`src/rtl/fifo_drain_packer.sv`:
```
// Read-side drain stage for the 32-bit synchronous FIFO: a 4-entry skid buffer
// feeding a valid/ready stream framed into fixed PKT_LEN-beat packets.
module fifo_drain_packer #(
  parameter int unsigned DW      = 32,
  parameter int unsigned PKT_LEN = 4,
  parameter int unsigned CW      = 16
) (
  input  logic          clk,
  input  logic          rst,
  input  logic          en,
  input  logic          fifo_empty,
  input  logic [DW-1:0] fifo_data,
  output logic          fifo_rd,
  output logic [DW-1:0] m_data,
  output logic          m_valid,
  output logic          m_last,
  input  logic          m_ready,
  output logic [CW-1:0] pkt_cnt,
  output logic          busy
);

  localparam int unsigned DEPTH = 4;
  localparam int unsigned AW    = 2;
  localparam int unsigned NW    = 3;
  localparam int unsigned BW    = (PKT_LEN > 1) ? $clog2(PKT_LEN) : 1;

  localparam logic [BW-1:0] LAST_BEAT = BW'(PKT_LEN - 1);
  localparam logic [NW-1:0] FULL_LVL  = NW'(DEPTH);

  logic [DW-1:0] mem [DEPTH];
  logic [AW-1:0] wptr;
  logic [AW-1:0] rptr;
  logic [NW-1:0] count;
  logic          inflight;
  logic [BW-1:0] beat;
  logic [CW-1:0] pkt_q;

  logic          push;
  logic          pop;
  logic          beat_end;
  logic [NW-1:0] committed;

  // Slots already owed: buffered words plus the word returning next cycle.
  assign committed = count + NW'(inflight);
  assign fifo_rd   = rst && en && !fifo_empty && (committed < FULL_LVL);

  assign push     = inflight;
  assign pop      = m_valid && m_ready;
  assign beat_end = (beat == LAST_BEAT);

  assign m_valid = (count != '0);
  assign m_data  = m_valid ? mem[rptr] : '0;
  assign m_last  = m_valid && beat_end;
  assign pkt_cnt = pkt_q;
  assign busy    = m_valid || inflight;

  // Storage carries no reset; a word landing during reset is never counted.
  always_ff @(posedge clk) begin
    if (rst && push) begin
      mem[wptr] <= fifo_data;
    end
  end

  // Pointers, occupancy and the in-flight read flag.
  always_ff @(posedge clk) begin
    if (!rst) begin
      wptr     <= '0;
      rptr     <= '0;
      count    <= '0;
      inflight <= 1'b0;
    end else begin
      inflight <= fifo_rd;
      if (push) begin
        wptr <= wptr + AW'(1);
      end
      if (pop) begin
        rptr <= rptr + AW'(1);
      end
      case ({push, pop})
        2'b10:   count <= count + NW'(1);
        2'b01:   count <= count - NW'(1);
        default: count <= count;
      endcase
    end
  end

  // Packet framing moves only on accepted beats, so m_last is stall-stable.
  always_ff @(posedge clk) begin
    if (!rst) begin
      beat  <= '0;
      pkt_q <= '0;
    end else if (pop) begin
      if (beat_end) begin
        beat  <= '0;
        pkt_q <= pkt_q + CW'(1);
      end else begin
        beat  <= beat + BW'(1);
      end
    end
  end

endmodule

```
`config.mk`:
```
export PLATFORM = sky130hd
export DESIGN_NAME = fifo_drain_packer
export DESIGN_NICKNAME = d
export VERILOG_FILES = /design/src/rtl/fifo_drain_packer.sv
export SDC_FILE = /design/constraint.sdc
export NUM_CORES = 1
export LEC_CHECK = 0
export BUFFER_PORTS_ARGS = -buffer_cell sky130_fd_sc_hd__buf_2
export CAP_MARGIN = 20
export CORE_UTILIZATION = 45
export CTS_CLUSTER_SIZE = 10
export DETAILED_ROUTE_END_ITERATION = 7
export GPL_TIMING_DRIVEN = 0
export PLACE_DENSITY = 0.71
export SYNTH_ARGS = -nofsm -noshare
export SYNTH_HDL_FRONTEND = slang
export SYNTH_SLANG_ARGS = --single-unit
```
`constraint.sdc`:
```
create_clock -name clk -period 2.74 [get_ports clk]
set_clock_uncertainty 0.05 [all_clocks]
set_input_delay 0.548 -clock clk [delete_from_list [all_inputs] [get_ports clk]]
set_output_delay 0.548 -clock clk [all_outputs]
set_load 0.02 [all_outputs]
```
=== Yosys cells after proc, flatten, opt, wreduce, memory -nomap -nowiden ===
Memories as Yosys holds them, arrays and structs flattened. A register that Yosys moved wholly into a read port is not among the register bits.
Index checks and enable logic that the tools add are counted.

* Reduce and logical (&&, ||, !) cells: 11
* Multiplexer cells: 7
* Equality and inequality tests: 3
* Magnitude comparators: 1
* $add $sub $neg: 7

{| class="wikitable"
|+ Operator list
! cell !! number
|-
| 2-to-1 mux 32 bit || 1
|-
| adder 16 x 1 -> 16 bit, second input constant || 1
|-
| adder 2 x 1 -> 2 bit, second input constant || 3
|-
| logical AND 1 bit || 6
|-
| 2-to-1 mux 2 bit || 3
|-
| one-hot mux 3 bit (2 select lines) || 1
|-
| equality test 2 bit, second input constant || 2
|-
| adder 3 x 1 -> 3 bit || 1
|-
| adder 3 x 1 -> 3 bit, second input constant || 1
|-
| < comparator 3 bit, second input constant || 1
|-
| nonzero test 3 bit || 1
|-
| subtractor 3 x 1 -> 3 bit, second input constant || 1
|-
| equality test 2 x 1 -> 1 bit, second input constant || 1
|-
| 2-to-1 mux 1 bit || 2
|-
| AND reduction 2 bit || 1
|-
| nonzero test 2 bit || 1
|-
| logical NOT 1 bit || 1
|-
| logical OR 1 bit || 1
|}

* Bits of input ports: 37
* Register bits: 26
* RAM bits: 128
* Logic and storage cells: 36
* Memories kept: 1
* Output and inout port bits: 52

{| class="wikitable"
|+ Memory list
! name !! depth !! width !! rd ports !! clocked after memory_dff !! wr ports !! line !! source
|-
| mem || 4 || 32 || 1 || 1 || 1 || 30 || <nowiki>logic [DW-1:0] mem [DEPTH];</nowiki>
|}

=== Logic depth before layout (Yosys ltp) ===
Gate-level depths: netlist (run 1).

* Depth in word-level cells: 4
* Depth in mapped cells: 10
* Gate-level depth less buffers: 9

=== Worst setup path after synthesis (run 1) ===
Ideal clock, no wire load.

* Kind: input to register
* Start: input port rst
* End: memory mem[1][0] (enable)
* Slack: 0.337 ns
* Buffers on the path: 2
* Cell stages on the path: 3
* Data required time: 2.298 ns
* Data arrival time: 1.961 ns
* Setup time: 0.392 ns
* Cell sequence: clkbuf_1 > clkbuf_1 > and3_1

* Word-level cells in the longest chain between the ends: 3

{| class="wikitable"
|+ Ends and longest elaborated chain
! item !! line !! source
|-
| start, declared || 9 || <nowiki>input logic rst,</nowiki>
|-
| logical AND 1 bit || 59 || <nowiki>if (rst && push) begin</nowiki>
|-
| 2-to-1 mux 1 bit || 59 ||
|-
| 2-to-1 mux 1 bit (implied by the code) || 60 || <nowiki>mem[wptr] <= fifo_data;</nowiki>
|-
| end, declared || 30 ||
|}

No other way between the ends.

=== Worst setup path in the final report (run 1) ===
* Start: register count[0]
* End: output port m_data[20]

* Word-level cells in the longest chain between the ends: 2

{| class="wikitable"
|+ Ends and longest elaborated chain
! item !! line !! source
|-
| start, declared || 33 || <nowiki>logic [NW-1:0] count;</nowiki>
|-
| start signal, assigned || 80 || <nowiki>2'b10: count <= count + NW'(1);</nowiki>
|-
| start signal, assigned || 81 || <nowiki>2'b01: count <= count - NW'(1);</nowiki>
|-
| start signal, assigned || 82 || <nowiki>default: count <= count;</nowiki>
|-
| nonzero test 3 bit || 51 || <nowiki>assign m_valid = (count != '0);</nowiki>
|-
| 2-to-1 mux 32 bit || 52 || <nowiki>assign m_data = m_valid ? mem[rptr] : '0;</nowiki>
|-
| end, declared || 14 || <nowiki>output logic [DW-1:0] m_data,</nowiki>
|}

No other way between the ends.

==> results of run 1 <==
[area by class of cell]
| class | count | share of cell area |
|---|---|---|
| Multi-Input combinational cell | 175 | 0.2314 |
| Timing Repair Buffer | 88 | 0.05974 |
| Tap cell | 176 | 0.02889 |
| Inverter | 9 | 0.004431 |
| Clock inverter | 14 | 0.02938 |
| Sequential cell | 156 | 0.5779 |
| Buffer | 15 | 0.01165 |
| Antenna cell | 1 | 0.0003282 |
| Clock buffer | 18 | 0.05629 |
[power breakdown]
group,internal (mW),switching [mW]
Clock,1.69,0.874
Combinational,0.619,0.792
Sequential,2.61,0.0629
[worst max-delay path by stage]
stage / endpoint / slack, ns / cells after the start
4_1_cts: m_data[6] / 0.002 / 5
6_report: m_data[20] / 0.12 / 5
5_1_grt: m_data[20] / -0.01 / 5
3_3_place_gp: mem[1][14]$_DFFE_PP_ / -0.52 / 3
2_1_floorplan: mem[1][0]$_DFFE_PP_ / 0.34 / 3
3_5_place_dp: mem[1][14]$_DFFE_PP_ / 0.09 / 3
[cells by family (layout without fill, tap and decap cells)]
kind of cell               Yosys count  after routing  share of synthesized area
adders and majority gates            8              8                    0.01715
muxes                               40             40                     0.1277
AOI/OAI and AO/OA                   11             11                    0.01616
DFF                                156            156                     0.7022
and+or+nand+nor                    103            103                     0.1013
xor gates and xnor gates            13             13                    0.01815
other                                0              1                          0
buffers and inverters               25            144                    0.01735
[metrics by stage]
| stage | setup TNS, ns | utilization | setup slack, ns |
|---|---|---|---|
| final | 0 | 0.5689 | 0.1220 |
| after global placement | -52.72 | 0.5170 | -0.5163 |
| after global routing | -0.01891 | 0.5687 | -0.01396 |
| after CTS | 0 | 0.5681 | 0.001789 |
| after floorplan | 0 | - | 0.3367 |
| after detailed placement | 0 | 0.5189 | 0.08573 |
[flip-flops by register name, summed over array words and instances (netlist names), named ones only]
name,flops
pkt_cnt,16
beat,2
count,3
rptr,2
mem,128
wptr,2
inflight,1
[routing by layer]
layer / global-route usage / vias up / wire length, um
met4: 0.08281 / 0 / 221
met1: 0.2186 / 1684 / 4793
met3: 0.05513 / 21 / 650
met5: 0 / - / 0
met2: 0.2766 / 92 / 5779
li1: - / 1567 / -
[placed cells by master (no fill, tap or decap), types with 2 or more instances in the layout]
master       n
a21boi_0     2
a21boi_1     3
and2_1      45
and3_2       4
buf_2       89
buf_6        3
bufinv_16    6
clkbuf_1     7
clkbuf_16   17
clkbuf_2     3
clkinv_1     2
clkinv_2     3
dfxtp_1     27
edfxtp_1   128
ha_1         7
inv_1        9
mux2i_1      8
mux4_2      32
nand2_1     19
nand2b_1     8
nand3_1      7
nand4_1      2
nor3_1       5
nor4_4       2
o21ai_0      3
or3_1        3
xnor2_1      7
xor2_1       6
[repair_timing]
| item | 4_1_cts | 5_1_grt |
|---|---|---|
| hold buffers | 0 | 0 |
| setup buffers | 0 | 0 |
| gates resized for setup | 4 | 7 |
| endpoints found under the setup margin | 30 | 24 |
==> results.toml, run 1 <==
[layout]
synthToLayoutAreaGrowth_pct = 21.54
register_area_um2 = 4405
fin_area_um2 = 7624
drive_gt1_frac = 0.3621
final_cell_count_no_fill = 652
final_nets = 507
multiInputGateArea_um2 = 1764
fillerInstances = 1071

[critical_path]
worstReg2RegStart = "count[0]$_SDFFE_PN0P_"
worst_r2r_path_depth = 10
worst-path-buf-inv = 3
critical-path-slowest-cell = "dfxtp_1"
critical_path.max_stage_delay_ns = 0.53
r2r-end = "count[2]$_SDFFE_PN0P_"
worst_ep_arrival_time_ns = 2.02
critPathTopFamily = "buffers and inverters"
critPathLaunch = "count[0]$_SDFFE_PN0P_"
critical_path_required_ns = 2.14
worstSetupStartpointType = "flip-flop"
worstPathCellList = "or3_1 > buf_4 > clkbuf_1 > and2_1 > buf_2"
r2r_setup_slack_ns = 0.24
critPathKind = "flip-flop to primary output"
critical_path.endpoint_type = "primary output"
worst-path-max-fanout = 10

[clock_tree]
cts_sinks = 156
clock_tree.htree_level_count = 4
cts_inserted_buffers = 17
tritoncts_clock_tree = "built"
clockRootBuffer = "clkbuf_16"
clk_pin_slew_worst_paths_ns = 0.06
insertion_delay_ns = 0.42
clk_path_buf_depth = 2

[timing]
fmaxAchievable_mhz = 382.0
timing.slew.headroom = 0.3974
max_slew.worst_pin.slew_ns = 0.9039
fraction_of_the_cycle_the_final_worst_path_needs = 0.9555
grt_setup_unrepaired = "yes"
count_of_final_hold_check_violations = 0
timing.final.max_slew_violations = 0
fin_worst_hold_slack_ns = 0.2592
post-route-min-period_ns = 2.618
setup_viol = 0

[power]
leakage_nw = 2.872
power.density_cell_area_nw_per_um2 = 872.8
ir_worst_vdd_mv = 0.4118
total_power_mw = 6.654

[detailed_routing]
drtIter0Drc = 235
drt-pass1-iter-count = 4
route.detailed.drc = 0
avg_wl_per_cell_um = 17.55
routed_wirelength_um = 11440
via_per_inst = 5.160
antenna_left = 0
route.vias.total = 3364

[logic_synthesis]
netlist-cell-type-count = 34
mappedNetlistNets = 401
synth-seq-cells = 156
post-synth-top-count-cell = "edfxtp_1"
synth_area_um2 = 6272
synth_flop_cell = "edfxtp_1"
postSynthAreaPerCell_um2 = 17.62
netlist_top_cells_area = "edfxtp_1 (61%), mux4_2 (11%), dfxtp_1 (8.9%)"
synth_enable_flop_cells = 128
synthesized_netlist_cell_count = 356
yosysSeqAreaShare = 0.7022
yosys.area.top_type = "edfxtp_1"
synthTopCellsByCount = "edfxtp_1 (128), and2_1 (45), mux4_2 (32)"
synth-warning-count = 0
async_flop_share = 0
synth_top_area_share = 0.6128

[place]
place_hpwl_um = 7112
placement.io_buffers = 87
placed_cells = 620
gpl.final_weighted_congestion = 0.7459
placedInstanceArea_um2 = 6953

[die]
die_outline_width_um = 120.1
start_util = 0.4681
die_h_um = 120.1
floorplan_row_count = 42
core-area_um2 = 13400
ios = 89
die-area_um2 = 14410

[min_path]
min-delay-path-class = "input port to flip-flop"
hold_path_startpoint = "fifo_empty"
worstHoldPathCells = 2
whs_endpoint = "inflight$_SDFF_PN0_"

[global_routing]
grt_first_pass_wirelength_um = 18290
grt_start_max_net_pins = 33
grt_overflow_total = 0
antenna_violations_before_repair = 1
groute.usage.overall = 0.1749
first_global_vias = 3463

[run]
max_cap_violations = 0

[outcome]
status = "complete, no violations"
Note: power is estimated with default switching activity, not from simulation.
==> run 2: changes to the inputs <==
--- a/config.mk
+++ b/config.mk
@@ -12,6 +12,7 @@
 export DETAILED_ROUTE_END_ITERATION = 7
 export GPL_TIMING_DRIVEN = 0
 export PLACE_DENSITY = 0.71
+export SETUP_SLACK_MARGIN = 0.4
 export SYNTH_ARGS = -nofsm -noshare
 export SYNTH_HDL_FRONTEND = slang
 export SYNTH_SLANG_ARGS = --single-unit
==> results.toml, run 2 (synthesized netlist as in run 1, its figures left out) <==
[clock_tree]
cts-hold-fix-buffers = 0
cts_sinks = 156
clockRootBuffer = "clkbuf_16"
cts_inserted_buffers = 17
clock_tree.htree_level_count = 4
clk_pin_slew_worst_paths_ns = 0.06
insertion_delay_ns = 0.42
tritoncts_clock_tree = "built"
clk_path_buf_depth = 2

[detailed_routing]
drt-pass1-iter-count = 4
drtIter0Drc = 158
antenna_left = 0
avg_wl_per_cell_um = 17.51
routed_wirelength_um = 11520
route.detailed.drc = 0
via_per_inst = 5.163
route.vias.total = 3397

[power]
power.density_cell_area_nw_per_um2 = 882.4
total_power_mw = 7.066
ir_worst_vdd_mv = 0.4717
leakage_nw = 2.998

[global_routing]
grt_first_pass_wirelength_um = 17910
groute.usage.overall = 0.1705
grt_start_max_net_pins = 33
first_global_vias = 3502
grt_overflow_total = 0
antenna_violations_before_repair = 0

[place]
gpl.final_weighted_congestion = 0.7133
placement.io_buffers = 87
placedInstanceArea_um2 = 6953
place_hpwl_um = 6919

[critical_path]
critPathKind = "flip-flop to primary output"
worst-path-max-fanout = 8
critPathMostFrequentCell = "buf_6"
worstPathCellList = "buf_12 > buf_6 > buf_6 > mux4_2 > and2_4 > buf_6"
worstSetupStartpointType = "flip-flop"
critical_path_required_ns = 2.14
critical_path.endpoint_type = "primary output"
worst_ep_arrival_time_ns = 1.84
critical_path.max_stage_delay_ns = 0.48
critical-path-slowest-cell = "mux4_2"

[layout]
multiInputGateArea_um2 = 1844
synthToLayoutAreaGrowth_pct = 27.67
final_common_cell = "edfxtp_1"
drive_gt1_frac = 0.4585
antenna-diode-count = 0
fillerInstances = 1031
largest-register = "mem"
fin_area_um2 = 8008
layout.cells.most_common_list = "edfxtp_1 (128), buf_2 (58), buf_6 (35)"
final_nets = 514
largest_register_ffs = 128
register_area_um2 = 4417

[run]
max_cap_violations = 0

[timing]
setup_viol = 0
post-route-min-period_ns = 2.442
fmaxAchievable_mhz = 409.4
max_slew.worst_pin.slew_ns = 0.9330
fraction_of_the_cycle_the_final_worst_path_needs = 0.8914
grt_setup_unrepaired = "yes"
timing.slew.headroom = 0.3780
timing.final.max_slew_violations = 0
count_of_final_hold_check_violations = 0

[die]
die_h_um = 120.1
start_util = 0.4681
floorplan_row_count = 42
die-area_um2 = 14410
core-area_um2 = 13400
die_outline_width_um = 120.1
ios = 89

[outcome]
status = "complete, no violations"

[min_path]
min-delay-path-class = "input port to flip-flop"
## run 2: cell types whose count changed in the layout (fill, tap and decap cells not counted), moves of 3 or more
cell | previous run | this run
and2_4 | 0 | 32
clkbuf_1 | 7 | 2
dfxtp_1 | 27 | 24
bufinv_16 | 6 | 2
and2_1 | 45 | 13
dfxtp_4 | 0 | 3
buf_6 | 3 | 35
buf_2 | 89 | 58
clkbuf_16 | 17 | 20
buf_12 | 1 | 5
## run 2: per-stage QoR
step | setup TNS [ns] | hold WS (ns) | worst slack (ns) | utilization | instances
after global placement | -4.030 | 0.3956 | -0.1269 | 0.5173 | 619
after floorplan | 0 | 0.3888 | 0.5131 | - | 356
after CTS | 0 | 0.2500 | 0.2039 | 0.5708 | 655
after detailed placement | 0 | 0.4220 | 0.07938 | 0.5189 | 620
final | 0 | 0.2697 | 0.2977 | 0.5976 | 658
after global routing | 0 | 0.2709 | 0.2289 | 0.5976 | 658
## run 2: area by class of cell
class	count	area share
Buffer	16	0.01969
Clock buffer	17	0.05313
Clock inverter	15	0.01859
Inverter	9	0.004219
Multi-Input combinational cell	175	0.2303
Sequential cell	156	0.5516
Tap cell	176	0.02750
Timing Repair Buffer	94	0.09500
## run 2: worst paths after layout
check                                           start                     to  slack [ns]  depth (start not counted)
worst max-delay path                        flip-flop              m_data[0]        0.30                          6
worst min-delay path                       fifo_empty    inflight$_SDFF_PN0_        0.27                          2
worst max register to register  count[0]$_SDFFE_PN0P_  count[2]$_SDFFE_PN0P_        0.48                         10
worst min register to register   beat[0]$_SDFFE_PN0N_   beat[0]$_SDFFE_PN0N_        0.44                          2
## run 2: critical path: cells and delay by family (launching register included)
family	cells	cell delay, ns
buf+inv	4	0.46
simple gates	1	0.15
mux	1	0.48
flops	1	0.34
## run 2: repair_timing
item                                   in CTS  in global routing
gates resized for setup                    35                101
pin swaps                                   2                 30
endpoints found under the hold margin       0                  0
setup buffers                               3                  0
setup endpoints to repair                  35                 35
gates cloned                                0                  3
## run 2: metal layers
metal | wire [um] | share of wire | up-vias | global-route usage
met1 | 4922 | 0.43 | 1700 | 0.2066
met2 | 5862 | 0.51 | 94 | 0.2834
met5 | 0 | 0 | - | 0
met3 | 537 | 0.047 | 21 | 0.04800
li1 | - | - | 1582 | -
met4 | 201 | 0.017 | 0 | 0.07578
## run 2: power by group
| part | switching [mW] | internal [mW] |
|---|---|---|
| clock network | 0.913 | 1.34 |
| registers | 0.0530 | 2.62 |
| logic | 0.940 | 1.20 |
| total | 1.91 | 5.16 |
==> run 3: changes to the inputs <==
--- a/config.mk
+++ b/config.mk
@@ -11,8 +11,8 @@
 export CTS_CLUSTER_SIZE = 10
 export DETAILED_ROUTE_END_ITERATION = 7
 export GPL_TIMING_DRIVEN = 0
-export PLACE_DENSITY = 0.71
-export SETUP_SLACK_MARGIN = 0.4
+export PLACE_DENSITY = 0.69
+export SETUP_SLACK_MARGIN = 0.1
 export SYNTH_ARGS = -nofsm -noshare
 export SYNTH_HDL_FRONTEND = slang
 export SYNTH_SLANG_ARGS = --single-unit
==> results.toml, run 3 (synthesized netlist as in run 1, its figures left out) <==
[detailed_routing]
m1WireLength_um = 4953
route.vias.total = 3405
met3RoutedLength_um = 783
via_per_inst = 5.230
route.detailed.drc = 0
drt-pass1-iter-count = 4
antenna_left = 0
drtIter0Drc = 203
wl_met2_um = 5437
avg_wl_per_cell_um = 17.50
routed_wirelength_um = 11390
top_layer_used = "met4"

[die]
floorplan_row_count = 42
die_outline_width_um = 120.1
die_h_um = 120.1
start_util = 0.4681
ios = 89
core-area_um2 = 13400
die-area_um2 = 14410

[place]
placement.io_buffers = 87
placed_cells = 619
place_hpwl_um = 7073
post_place_setup_slack_ns = 0.07379
gpl.final_weighted_congestion = 0.7187

[critical_path]
worst_ep_arrival_time_ns = 1.95
worstSetupStartpointType = "flip-flop"
worst_r2r_path_depth = 10
worstReg2RegStart = "count[0]$_SDFFE_PN0P_"
critical_path_required_ns = 2.14
critical_path.endpoint_type = "primary output"
r2r_setup_slack_ns = 0.29
critPathKind = "flip-flop to primary output"
r2r-end = "count[2]$_SDFFE_PN0P_"
worst-path-max-fanout = 10

[power]
leakage_nw = 2.838
power_report.internal_total_mw = 4.682
ir_worst_vdd_mv = 0.4182
switching_power_mw = 1.752
total_power_mw = 6.433
power.density_cell_area_nw_per_um2 = 852.0
switching_share = 0.2723
power.combinational.fraction = 0.227
seqPwrFrac = 0.414
power.share.clock = 0.359

[timing]
post-route-min-period_ns = 2.550
worst_slack_ns = 0.1904
max_slew.worst_pin.slew_ns = 0.8980
count_of_final_hold_check_violations = 0
setup_tns_ns = 0
timing.slew.headroom = 0.4013
setup_viol = 0
timing.final.max_slew_violations = 0
grt_setup_unrepaired = "no"
fin_worst_hold_slack_ns = 0.2838
fraction_of_the_cycle_the_final_worst_path_needs = 0.9305
fmaxAchievable_mhz = 392.2

[layout]
synthToLayoutAreaGrowth_pct = 20.39
final_nets = 507
multiInputGateArea_um2 = 1764
fillerInstances = 1104
largest-register = "mem"
register_area_um2 = 4404
final_cell_count_no_fill = 651
drive_gt1_frac = 0.3579
final_common_cell = "edfxtp_1"
layout.cells.most_common_list = "edfxtp_1 (128), buf_2 (91), and2_1 (45)"
largest_register_ffs = 128
antenna-diode-count = 0

[min_path]
worstHoldPathCells = 2
whs_endpoint = "inflight$_SDFF_PN0_"
min-delay-path-class = "input port to flip-flop"
hold_path_startpoint = "fifo_empty"

[clock_tree]
insertion_delay_ns = 0.42
clk_pin_slew_worst_paths_ns = 0.06
cts_sinks = 156
cts_inserted_buffers = 17
tritoncts_clock_tree = "built"
cts-hold-fix-buffers = 0
clockRootBuffer = "clkbuf_16"
cts.repair_timing.setup_buffer_count = 0
clock_tree.htree_level_count = 4
clk_path_buf_depth = 2

[outcome]
status = "complete, no violations"

[run]
max_cap_violations = 0

[global_routing]
grt_start_max_net_pins = 33
grt_first_pass_wirelength_um = 17950
antenna_violations_before_repair = 0
first_global_vias = 3369
groute.usage.overall = 0.1721
grt_overflow_total = 0
==> run 3: area by class of cell <==
class | count | area share
inverters | 9 | 0.004474
multi-input cells | 175 | 0.2336
clock inverters | 11 | 0.01889
flip-flops and latches | 156 | 0.5833
well taps | 176 | 0.02916
clock buffers | 21 | 0.05833
plain buffers | 16 | 0.01458
repair buffers | 87 | 0.05766
==> run 3: worst max-delay path: stages, from the launching register on <==
cell      delay, ns
dfxtp_1        0.30
clkbuf_4       0.19
buf_8          0.19
mux4_2         0.52
and2_1         0.18
buf_2          0.16
==> run 3: metal layers <==
metal	up-vias	GRT usage
met5	-	0
met4	0	0.08281
met3	19	0.04848
met2	121	0.2633
met1	1694	0.2266
li1	1571	-
==> run 3: worst max-delay path by stage <==
| stage | startpoint | endpoint |
|---|---|---|
| 3_3_place_gp | rst | mem[1][12]$_DFFE_PP_ |
| 4_1_cts | count[0]$_SDFFE_PN0P_ | m_data[24] |
| 6_report | flip-flop | m_data[22] |
| 2_1_floorplan | rst | mem[1][0]$_DFFE_PP_ |
| 3_5_place_dp | rst | mem[2][27]$_DFFE_PP_ |
| 5_1_grt | flip-flop | m_data[22] |
==> run 3: power groups by stage <==
stage	logic (mW)	clock network (mW)	registers, mW
4_1_cts	1.50	2.35	2.66
5_1_grt	1.59	2.45	2.67
3_5_place_dp	1.45	0	2.71
6_report	1.46	2.31	2.66
3_3_place_gp	1.43	0	2.71
2_1_floorplan	1.00	0	2.70
==> run 3: stage by stage <==
step	cell area, um2	util
after global routing	7551	0.5635
after floorplan	6272	-
after global placement	6928	0.5170
after detailed placement	6933	0.5174
final	7551	0.5635
after CTS	7548	0.5633
==> run 3: what timing repair did <==
| action | 4_1_cts | 5_1_grt |
|---|---|---|
| pin swaps | 0 | 0 |
| setup endpoints to repair | 30 | 13 |
| gates resized for setup | 13 | 5 |
